==> config.mk <==
export PLATFORM = sky130hd
export DESIGN_NAME = alarm_24hr
export DESIGN_NICKNAME = d
export VERILOG_FILES = /design/src/rtl/alarm_24hr.sv
export SDC_FILE = /design/constraint.sdc
export NUM_CORES = 1
export LEC_CHECK = 0
export ABC_CLOCK_PERIOD_IN_PS = 6700
export CAP_MARGIN = 20
export CORE_ASPECT_RATIO = 1.2
export CORE_UTILIZATION = 23
export DETAILED_ROUTE_END_ITERATION = 6
export GPL_ROUTABILITY_DRIVEN = 0
export PLACE_DENSITY = 0.45
export SYNTH_ARGS = -nofsm -noshare
export SYNTH_HDL_FRONTEND = slang
export SYNTH_SLANG_ARGS = --single-unit
export TNS_END_PERCENT = 20
==> constraint.sdc <==
create_clock -name clk_i -period 6.7 [get_ports clk_i]
set_clock_uncertainty 0.15 [all_clocks]
set_input_delay 0.67 -clock clk_i [delete_from_list [all_inputs] [get_ports clk_i]]
set_output_delay 0.67 -clock clk_i [all_outputs]
set_load 0.01 [all_outputs]
==> src/rtl/alarm_24hr.sv <==
// 24-hour alarm unit: programmable HH:MM alarm compared against counter_24hr BCD digits,
// with stop, snooze, no-response timeout and a square-wave buzzer while ringing.
module alarm_24hr #(
  parameter int unsigned SNOOZE_MIN = 5,
  parameter int unsigned RING_MIN   = 1,
  parameter int unsigned BUZZ_DIV   = 4
) (
  input  logic       clk_i,
  input  logic       rst_ni,
  input  logic [3:0] hours_tens_i,
  input  logic [3:0] hours_ones_i,
  input  logic [3:0] minutes_tens_i,
  input  logic [3:0] minutes_ones_i,
  input  logic       arm_sw_i,
  input  logic       btn_hour_i,
  input  logic       btn_min_i,
  input  logic       btn_stop_i,
  input  logic       btn_snooze_i,
  output logic [3:0] al_hours_tens_o,
  output logic [3:0] al_hours_ones_o,
  output logic [3:0] al_min_tens_o,
  output logic [3:0] al_min_ones_o,
  output logic       armed_o,
  output logic       ringing_o,
  output logic       buzzer_o
);

  localparam int DIV_W = (BUZZ_DIV > 1) ? $clog2(BUZZ_DIV) : 1;

  typedef enum logic [1:0] {
    DISARMED = 2'd0,
    ARMED    = 2'd1,
    RINGING  = 2'd2,
    SNOOZE   = 2'd3
  } state_e;

  state_e           state_q, state_d;
  logic [3:0]       alHoursTens_q, alHoursTens_d;
  logic [3:0]       alHoursOnes_q, alHoursOnes_d;
  logic [3:0]       alMinTens_q, alMinTens_d;
  logic [3:0]       alMinOnes_q, alMinOnes_d;
  logic [3:0]       ringCnt_q, ringCnt_d;
  logic [3:0]       snzCnt_q, snzCnt_d;
  logic [3:0]       minOnes_q;
  logic             match_q;
  logic             started_q;
  logic             armed_q;
  logic             ringing_q;
  logic             buzz_q;
  logic [DIV_W-1:0] div_q;

  logic match;
  logic matchRise;
  logic tick;

  assign match = (hours_tens_i == alHoursTens_q) && (hours_ones_i == alHoursOnes_q) &&
                 (minutes_tens_i == alMinTens_q) && (minutes_ones_i == alMinOnes_q);

  // History registers hold garbage-free zeros after reset, so events wait one cycle.
  assign matchRise = started_q && match && !match_q;
  assign tick      = started_q && (minutes_ones_i != minOnes_q);

  always_comb begin
    alHoursTens_d = alHoursTens_q;
    alHoursOnes_d = alHoursOnes_q;
    alMinTens_d   = alMinTens_q;
    alMinOnes_d   = alMinOnes_q;
    if (state_q != RINGING) begin
      if (btn_hour_i) begin
        if (alHoursTens_q == 4'd2 && alHoursOnes_q == 4'd3) begin
          alHoursTens_d = 4'd0;
          alHoursOnes_d = 4'd0;
        end else if (alHoursOnes_q == 4'd9) begin
          alHoursTens_d = alHoursTens_q + 4'd1;
          alHoursOnes_d = 4'd0;
        end else begin
          alHoursOnes_d = alHoursOnes_q + 4'd1;
        end
      end
      if (btn_min_i) begin
        if (alMinOnes_q == 4'd9) begin
          alMinOnes_d = 4'd0;
          alMinTens_d = (alMinTens_q == 4'd5) ? 4'd0 : alMinTens_q + 4'd1;
        end else begin
          alMinOnes_d = alMinOnes_q + 4'd1;
        end
      end
    end
  end

  always_comb begin
    state_d   = state_q;
    ringCnt_d = ringCnt_q;
    snzCnt_d  = snzCnt_q;
    if (!arm_sw_i) begin
      state_d   = DISARMED;
      ringCnt_d = 4'd0;
      snzCnt_d  = 4'd0;
    end else begin
      case (state_q)
        DISARMED: state_d = ARMED;
        ARMED: begin
          if (matchRise) begin
            state_d   = RINGING;
            ringCnt_d = 4'(RING_MIN);
          end
        end
        RINGING: begin
          if (btn_stop_i) begin
            state_d   = ARMED;
            ringCnt_d = 4'd0;
          end else if (btn_snooze_i) begin
            state_d   = SNOOZE;
            ringCnt_d = 4'd0;
            snzCnt_d  = 4'(SNOOZE_MIN);
          end else if (tick) begin
            if (ringCnt_q == 4'd1) begin
              state_d   = ARMED;
              ringCnt_d = 4'd0;
            end else begin
              ringCnt_d = ringCnt_q - 4'd1;
            end
          end
        end
        SNOOZE: begin
          if (btn_stop_i) begin
            state_d  = ARMED;
            snzCnt_d = 4'd0;
          end else if (tick) begin
            if (snzCnt_q == 4'd1) begin
              state_d   = RINGING;
              snzCnt_d  = 4'd0;
              ringCnt_d = 4'(RING_MIN);
            end else begin
              snzCnt_d = snzCnt_q - 4'd1;
            end
          end
        end
        default: state_d = DISARMED;
      endcase
    end
  end

  // Status outputs are registered from the next state so they line up with the state change.
  always_ff @(posedge clk_i or negedge rst_ni) begin
    if (!rst_ni) begin
      state_q       <= DISARMED;
      alHoursTens_q <= 4'd0;
      alHoursOnes_q <= 4'd0;
      alMinTens_q   <= 4'd0;
      alMinOnes_q   <= 4'd0;
      ringCnt_q     <= 4'd0;
      snzCnt_q      <= 4'd0;
      minOnes_q     <= 4'd0;
      match_q       <= 1'b0;
      started_q     <= 1'b0;
      armed_q       <= 1'b0;
      ringing_q     <= 1'b0;
      buzz_q        <= 1'b0;
      div_q         <= '0;
    end else begin
      state_q       <= state_d;
      alHoursTens_q <= alHoursTens_d;
      alHoursOnes_q <= alHoursOnes_d;
      alMinTens_q   <= alMinTens_d;
      alMinOnes_q   <= alMinOnes_d;
      ringCnt_q     <= ringCnt_d;
      snzCnt_q      <= snzCnt_d;
      minOnes_q     <= minutes_ones_i;
      match_q       <= match;
      started_q     <= 1'b1;
      armed_q       <= (state_d != DISARMED);
      ringing_q     <= (state_d == RINGING);
      if (state_d == RINGING && state_q != RINGING) begin
        buzz_q <= 1'b1;
        div_q  <= '0;
      end else if (state_d == RINGING) begin
        if (div_q == DIV_W'(BUZZ_DIV - 1)) begin
          div_q  <= '0;
          buzz_q <= ~buzz_q;
        end else begin
          div_q <= div_q + DIV_W'(1);
        end
      end else begin
        buzz_q <= 1'b0;
        div_q  <= '0;
      end
    end
  end

  assign al_hours_tens_o = alHoursTens_q;
  assign al_hours_ones_o = alHoursOnes_q;
  assign al_min_tens_o   = alMinTens_q;
  assign al_min_ones_o   = alMinOnes_q;
  assign armed_o         = armed_q;
  assign ringing_o       = ringing_q;
  assign buzzer_o        = buzz_q;

endmodule
# Word-level counts from Yosys, hierarchy flattened
# Index checks and enable logic that the tools add are counted.
[totals]
ff_bits = 37
inputBits = 23
out_inout_bits = 19
[classes]
addsub = 7
n_eq_ne = 29
mux = 39
n_bitwise = 1
n_reduce_logical = 18
[ops]
columns = ["operator", "n"]
rows = [
  ["4-bit 2-to-1 mux", 21],
  ["2-bit 2-to-1 mux", 12],
  ["3-bit != test (second input constant)", 6],
  ["4-bit by 1-bit adder with 4-bit output (second input constant)", 4],
  ["4-bit == test", 4],
  ["4-bit case mux with 3 select lines", 1],
  ["2-bit == test (second input constant)", 4],
  ["4-bit by 1-bit == test with 1-bit output (second input constant)", 2],
  ["4-bit by 2-bit == test with 1-bit output (second input constant)", 2],
  ["4-bit == test (second input constant)", 2],
  ["1-bit logical AND", 8],
  ["2-bit case mux with 4 select lines", 1],
  ["4-bit case mux with 2 select lines", 1],
  ["4-bit by 1-bit subtractor with 4-bit output (second input constant)", 2],
  ["3-bit by 1-bit != test with 1-bit output (second input constant)", 2],
  ["3-bit AND reduction", 2],
  ["6-bit AND reduction", 1],
  ["5-bit != test (second input constant)", 1],
  ["4-bit by 3-bit == test with 1-bit output (second input constant)", 1],
  ["4-bit by 1-bit != test with 1-bit output (second input constant)", 1],
  ["4-bit != test", 1],
  ["4-bit != test (second input constant)", 1],
  ["2-bit AND reduction", 2],
  ["4-bit AND reduction", 1],
  ["8 further kinds", 11],
]

# Logic depth before layout (Yosys ltp)
# Gate-level depths: netlist of the first run.
[logic_depth]
depth_word = 12
mapped_depth = 8

# Worst setup path after synthesis of the first run
# Ideal clock, no wire load.
[synth_path]
path_type = "input-to-reg"
start = "input port minutes_ones_i[2]"
end = "register div_q[0]"
setup_ps = 95
arrival_time_ps = 1980
path_slack_ps = 4475
path_stages = 6
cell_sequence = "xor2_1 o41ai_4 or4b_1 o2111ai_1 nor4_4 nor4b_2"
[synth_via]
elab_chain_cells = 10
[synth_rtl]
columns = ["element", "line", "text"]
rows = [
  ["start, declared", "13", "input logic [3:0] minutes_ones_i,"],
  ["4-bit != test or 4-bit == test (tied branches)", "61, 57", ""],
  ["1-bit logical AND, on equally long branches", "61, 57", ""],
  ["2-bit 2-to-1 mux or 1-bit logical AND (tied branches)", "116, 60", ""],
  ["2-bit 2-to-1 mux or 1-bit logical AND (tied branches)", "112, 60", ""],
  ["2-bit 2-to-1 mux, on equally long branches", "109, 103", ""],
  ["2-bit case mux with 4 select lines *", "100", "case (state_q)"],
  ["2-bit 2-to-1 mux *", "95", "if (!arm_sw_i) begin"],
  ["2-bit == test *", "174, 177", ""],
  ["2-bit 2-to-1 mux or 1-bit logical AND (tied branches)", "177, 174", ""],
  ["2-bit 2-to-1 mux *", "174", "if (state_d == RINGING && state_q != RINGING) begin"],
  ["end signal, assigned", "182", "div_q <= div_q + DIV_W'(1);"],
  ["end, declared", "50", "logic [DIV_W-1:0] div_q;"],
]
# Every way passes the cells marked *; elsewhere a longest branch is shown, timed or not.
# A chain may end at the register's enable or synchronous reset.

# Worst setup path in the final report of the first run
[layout_path]
start = "input port minutes_ones_i[2]"
end = "register ringCnt_q[2]"
[layout_via]
elab_chain_cells = 6
[layout_rtl]
columns = ["element", "line", "text"]
rows = [
  ["4-bit == test", "57", "(minutes_tens_i == alMinTens_q) && (minutes_ones_i == alMinOnes_q);"],
  ["1-bit logical AND", "57", ""],
  ["1-bit logical AND (2 in a row)", "60", "assign matchRise = started_q && match && !match_q;"],
  ["3-bit != test (no source line)", "--", ""],
  ["6-bit AND reduction (no source line) *", "--", ""],
  ["end signal, assigned", "167", "ringCnt_q <= ringCnt_d;"],
  ["end, declared", "42", "logic [3:0] ringCnt_q, ringCnt_d;"],
]
# Marks and branches as above.

==> impl_results.md, run 1 <==
- IO buf count: 41
- Postcts setup bufs: 0
- RSZ-0062 raised after global routing: false
- IO Count: 42
- Largest net degree at the start of global routing: 38
- Met3 wire length: 183 µm
- Fin crit period: 2.72 ns
- CTS resizes: 0
- Reg clk slew, reported paths: 0.08 ns
- Setup TNS: 0 ns
- Setup violators final: 0
- Count leader, synth: dfrtp_1
- Via/cell ratio: 4.48
- Max Used Layer: met4
- Async SR Flop Fraction: 100%
- H-tree depth: 2
- Fmax: 368 MHz
- Tcrit/Tclk final: 40.6%
- Worst Path Arrival: 2.78 ns
- ANT cells: 0
- Vias in the first global route: 1718
- Max transition margin: 43.4%
- Post-synth EDFFs: 0
- Yosys reg bits: 37
- Leakage power: 1.08 nW
- Clock latency at the later pin of the worst-skew pair: 0.30 ns
- M1 WL: 2260 µm
- P&R area growth vs syn: 29.3%
- Initial Utilization: 23.6%
- CTS Buf Count: 5
- Peak VDD IR: 0.133 mV
- Non-filler cells in the finished layout: 378
- Drt first-iter violations: 53
- Top post-synthesis cells by area: dfrtp_1 43%, xnor2_1 8.2%, ha_1 5.3%
- Worst-Margin Slew: 0.849 ns
- Die ar.: 0.00968 mm²
- Placed cell count: 370
- Total global routing overflow: 0
- CTS tree: built
- Post-DP HPWL: 3560 µm
- Share of post-route cells with drive strength above 1: 8.14%
- DRC Markers: 0
- Post-Route Utilization: 30.6%
- Crit-path max FO: 7
- Design Power: 0.778 mW
- Sink Count: 37
- Post-synth top area share: 43.4%
- Crit path capture type: register
- Die height: 108 µm
- YS warnings: 0
- Via count: 1692
- Antenna violations before repair: 0
- # rows: 38
- Crit path launch type: primary input
- Filler cells: 960
- Clock Tree Buf Depth: 2
- Yosys top cell by area: dfrtp_1
- Detailed Route WL: 4840 µm
- Mapped cell area: 0.00214 mm²
- Status: finished clean
- Final nets: 289
- Kind of critical path: in -> reg
- Max Slew Vio Count: 0
- Required @ worst endpoint: 6.76 ns
- Core ar.: 0.00903 mm²
- Met2 WL post-DR: 2330 µm
- Endpoints failing hold: 0
- Total of max-cap violations: 0
- All-Layer GR Usage: 10.7%
- Syn_area_per_cell: 9.98 µm²
- Hold_buf cts: 0
- First-pass GRT wire length: 8160 µm
- TritonRoute pass-1 iters: 4
- Ys flop type: dfrtp_1
- Routed WL per cell: 12.8 µm
- Syn_nets: 246
- Hold crit path type: in -> async
- Seq/Total Area, Yosys: 43.4%
- Die X: 90.0 µm
- Seq. cell area: 926 µm²
- Cells after Synth: 214
- Area of the multi-input gates: 0.00115 mm²
- Root Buffer: clkbuf_8
- Routed Antenna Nets: 0
- Post-synth top cells: 37 x dfrtp_1, 20 x xnor2_1, 19 x nand2_1, 14 x o21ai_0, 11 x nand3_1
- Pwr Density: 282 mW/mm²
- Number of different library cells in the post-synthesis netlist: 48
critical path, stage by stage:
cell	delay, ns
clkdlybuf4s50_1	0.47
xor2_1	0.19
o41ai_4	0.52
nor2_1	0.12
o21ai_0	0.46
a21oi_1	0.14
o221ai_1	0.20
routing by layer:
| metal | up-vias | track usage [%] |
|---|---|---|
| met2 | 45 | 18.7 |
| li1 | 849 | - |
| met1 | 792 | 12.9 |
| met4 | 0 | 4.26 |
| met5 | - | 0 |
| met3 | 6 | 2.26 |
state kept, by name, summed over array words and instances (netlist names), 2 cells and up:
name             cells
al_hours_ones_o      4
al_hours_tens_o      4
al_min_ones_o        4
al_min_tens_o        4
div_q                2
minOnes_q            4
ringCnt_q            4
snzCnt_q             4
state_q              2
area by class of cell:
| cell class | count | area share, % |
|---|---|---|
| clock buffers | 5 | 2.49 |
| clock inverters | 3 | 0.815 |
| inverters | 10 | 1.36 |
| multi-input cells | 162 | 41.7 |
| flip-flops and latches | 37 | 33.5 |
| well taps | 120 | 5.43 |
| repair buffers | 41 | 14.7 |
final timing paths:
check,slack [ns],to,from,cells past startpoint
worst max register to register,4.22,al_min_tens_o[1],state_q[0],5
worst max-delay path,3.98,ringCnt_q[2],minutes_ones_i[2],7
worst min register to register,0.32,div_q[0],div_q[0],1
min in group clk_i,0.32,div_q[0],div_q[0],1
worst min-delay path,0.32,al_hours_ones_o[0],rst_ni,1
max in group asynchronous,5.54,ringCnt_q[2],rst_ni,1
kinds of logic after synthesis:
kind of cell | after synthesis | share of synthesized area [%]
flip-flops | 37 | 43.4
XOR/XNOR | 25 | 10.3
other | 1 | 0.176
buffers and inverters | 15 | 2.69
multiplexers | 1 | 0.527
AND/OR/NAND/NOR | 82 | 22.8
adder cells (fa/ha/maj) | 9 | 5.27
AO/OA/AOI/OAI | 44 | 14.9
where the power goes:
part / internal, mW / leakage (nW) / switching (mW) / total [mW]
Clock: 0.0730 / 0.0364 / 0.0896 / 0.163
Sequential: 0.264 / 0.478 / 0.0841 / 0.348
Combinational: 0.157 / 0.563 / 0.110 / 0.267
Total: 0.494 / 1.08 / 0.283 / 0.778
stage by stage:
stage               hold slack [ns]  area [µm²]  setup slack [ns]
floorplan                     0.224        2140              4.48
global route                  0.329        2760              3.78
detailed placement            0.308        2670              3.67
CTS                           0.321        2760              3.97
finish                        0.317        2760              3.98
global placement              0.303        2670              3.70
layout by cell type, fill, tap and decap left out, drive strengths merged, types with 2 or more instances in the layout:
cell / Yosys / final
or4: 2 / 2
clkinvlp: 0 / 3
nor3b: 6 / 6
nor2: 8 / 8
or2: 2 / 2
nand4: 7 / 7
nand2: 19 / 19
nand3: 12 / 12
nand2b: 3 / 3
a21oi: 6 / 6
xnor2: 20 / 20
inv: 10 / 10
or3: 2 / 2
and3: 3 / 3
dfrtp: 37 / 37
o21ai: 16 / 16
nor4: 3 / 3
xor2: 5 / 5
a21boi: 4 / 4
clkbuf: 5 / 5
ha: 9 / 9
clkdlybuf4s50: 0 / 40
a21o: 4 / 4
nor2b: 3 / 3
or4b: 2 / 2
o31ai: 4 / 4
nor3: 8 / 8
(Power assumes the default switching activity.)
==> inputs of run 2 (changes only) <==
--- a/config.mk
+++ b/config.mk
@@ -5,13 +5,13 @@
 export SDC_FILE = /design/constraint.sdc
 export NUM_CORES = 1
 export LEC_CHECK = 0
-export ABC_CLOCK_PERIOD_IN_PS = 6700
+export ABC_CLOCK_PERIOD_IN_PS = 2300
 export CAP_MARGIN = 20
 export CORE_ASPECT_RATIO = 1.2
 export CORE_UTILIZATION = 23
 export DETAILED_ROUTE_END_ITERATION = 6
 export GPL_ROUTABILITY_DRIVEN = 0
-export PLACE_DENSITY = 0.45
+export PLACE_DENSITY = 0.46
 export SYNTH_ARGS = -nofsm -noshare
 export SYNTH_HDL_FRONTEND = slang
 export SYNTH_SLANG_ARGS = --single-unit
==> constraint.sdc (replaced) <==
create_clock -name clk_i -period 2.3 [get_ports clk_i]
set_clock_uncertainty 0.15 [all_clocks]
set_input_delay 0.23 -clock clk_i [delete_from_list [all_inputs] [get_ports clk_i]]
set_output_delay 0.23 -clock clk_i [all_outputs]
set_load 0.01 [all_outputs]
==> run 2 against run 1 <==
- non-clock buffer count grew 30
- via count increased by 7.4%
- sequential share of layout area is 2.6 points lower
- combinational power grew to 3.9 times the previous value
- sequential cell count is the same
- sequential power grew to 2.6 times the previous value
- critical path type is now reg -> reg
- critical endpoint is now al_hours_tens_o[3]
- largest cell class unchanged
==> impl_results.md, run 2 (synthesis results as in run 1) <==
- Status: finished clean
- Final nets: 319 (+10%)
- Leading cell type in the layout, fill and taps excluded: clkdlybuf4s50_1
- Setup TNS: 0 ns (unchanged)
- All-Layer GR Usage: 11.6% (+0.84 points)
- Die ar.: 0.00968 mm² (unchanged)
- CTS tree: built
- Peak VDD IR: 0.446 mV (+240%)
- Routed Antenna Nets: 0 (unchanged)
- Total of max-cap violations: 0 (unchanged)
- Largest net degree at the start of global routing: 25 (-34%)
- Via/cell ratio: 4.46 (-0.26%)
- First-pass GRT wire length: 8810 µm (+8.0%)
- Kind of critical path: reg -> reg
- Routed WL per cell: 13.0 µm (+1.9%)
- IO Count: 42 (unchanged)
- Share of post-route cells with drive strength above 1: 17.1% (+8.9 points)
- Clock latency at the later pin of the worst-skew pair: 0.29 ns (about the same)
- Worst-Margin Slew: 0.601 ns (-0.248 ns)
- Pre-CTS setup slack: -0.146 ns (-3.82 ns)
- Total global routing overflow: 0 (unchanged)
- # rows: 38 (unchanged)
- Die height: 108 µm (unchanged)
- Endpoints failing hold: 0 (unchanged)
- Via count: 1817 (+7.4%)
- H-tree depth: 2 (unchanged)
- Fmax: 464 MHz
- ANT cells: 0 (unchanged)
- Sink Count: 37 (unchanged)
- DRC Markers: 0 (unchanged)
- Initial Utilization: 23.6% (unchanged)
- Tcrit/Tclk final: 93.7%
- Hold crit path type: reg -> reg
- Core ar.: 0.00903 mm² (unchanged)
- Reg clk slew, reported paths: 0.07 ns (about the same)
- Max transition margin: 59.9% (+17 points)
- Crit path capture type: register
- IO buf count: 41 (unchanged)
- Drt first-iter violations: 124 (+130%)
- Crit-path max FO: 9 (+2)
- Postcts setup bufs: 0 (unchanged)
- Max Slew Vio Count: 0 (unchanged)
- Worst Path Arrival: 2.17 ns (-0.61 ns)
- Filler cells: 984 (+2.5%)
- Root Buffer: clkbuf_8
- Antenna violations before repair: 0 (unchanged)
- Die X: 90.0 µm (unchanged)
- Fin crit period: 2.16 ns
- P&R area growth vs syn: 40.4%
- Post-DP HPWL: 4020 µm (+13%)
- Vias in the first global route: 1842 (+7.2%)
- CTS Buf Count: 5 (unchanged)
- Pwr Density: 811 mW/mm² (+190%)
- Crit path launch type: register
- Final WS setup: 0.145 ns (-3.84 ns)
- Setup violators final: 0 (unchanged)
- Most frequent cells in the layout: 40 x clkdlybuf4s50_1, 37 x dfrtp_1, 29 x buf_4
- Post-Route Utilization: 33.2% (+2.6 points)
- Clock Tree Buf Depth: 2 (unchanged)
- Required @ worst endpoint: 2.32 ns (-4.44 ns)
- Leakage power: 1.25 nW (+16%)
- Detailed Route WL: 5310 µm (+9.7%)
- TritonRoute pass-1 iters: 4 (unchanged)
- Worst hold slack: 0.311 ns (-0.00609 ns)
run 2: cell count changes in the layout (fill, tap and decap cells not counted):
cell	change
buf_4	+29
clkinvlp_4	-3
clkbuf_1	+1
clkbuf_8	+1
dlygate4sd3_1	+1
nor3b_1	-1
nor3b_2	+1
nor4_2	-1
nor4_4	+1
run 2: per-layer routing:
layer  GRT usage (%)  vias up  part of all wire, %
met5               0        -                    0
met3            3.04       10                  5.8
met2            20.1       60                   49
met1            13.6      840                   44
met4            4.61        0                  1.8
li1                -      907                    -
run 2: worst paths after layout:
path | from | cells past startpoint | slack, ns | to
max | al_hours_ones_o[1] | 7 | 0.14 | al_hours_tens_o[3]
max in group asynchronous | rst_ni | 3 | 1.11 | ringCnt_q[1]
max reg2reg | al_hours_ones_o[1] | 7 | 0.14 | al_hours_tens_o[3]
min reg2reg | div_q[0] | 1 | 0.31 | div_q[0]
min | div_q[0] | 1 | 0.31 | div_q[0]
min in group asynchronous | rst_ni | 2 | 0.32 | al_hours_ones_o[0]
run 2: critical path, cell delays in order, from the launching register on:
cell and delay, ns:
dfrtp_1 0.43, ha_1 0.19, or4b_4 0.47, nor3b_4 0.21, o21bai_4 0.21, a41oi_1 0.15, o21ai_1 0.13, o31ai_1 0.09
run 2: final cells by class:
type,instances,area [µm²],share of cell area [%]
inverters,10,37.5,1.25
repair buffers,71,633,21.1
multi-input cells,162,1170,38.9
flip-flops and latches,37,926,30.9
clock buffers,7,86.3,2.88
well taps,120,150,5.01
run 2: per-stage QoR:
step / power (mW) / cells / area [µm²]
finish: 2.43 / 407 / 3000
global route: 2.59 / 407 / 3000
CTS: 2.47 / 407 / 2990
detailed placement: 1.97 / 399 / 2890
global placement: 1.97 / 399 / 2890
floorplan: 1.40 / 214 / 2140
run 2: timing repair:
action                     4_1_cts  5_1_grt
hold endpoints to repair        22        0
setup endpoints to repair        0        4
resized for setup                0        2
hold buffers                     1        0
run 2: power breakdown:
part	switching [mW]	total (mW)	leakage, nW	internal, mW
logic	0.470	1.05	0.728	0.580
registers	0.136	0.908	0.478	0.772
clock network	0.235	0.473	0.0443	0.238
==> inputs of run 3 (changes only) <==
--- a/config.mk
+++ b/config.mk
@@ -6,7 +6,6 @@
 export NUM_CORES = 1
 export LEC_CHECK = 0
 export ABC_CLOCK_PERIOD_IN_PS = 2300
-export CAP_MARGIN = 20
 export CORE_ASPECT_RATIO = 1.2
 export CORE_UTILIZATION = 23
 export DETAILED_ROUTE_END_ITERATION = 6
==> results of run 3 <==
The final DEF is identical to that of run 2; final timing and power are the same.
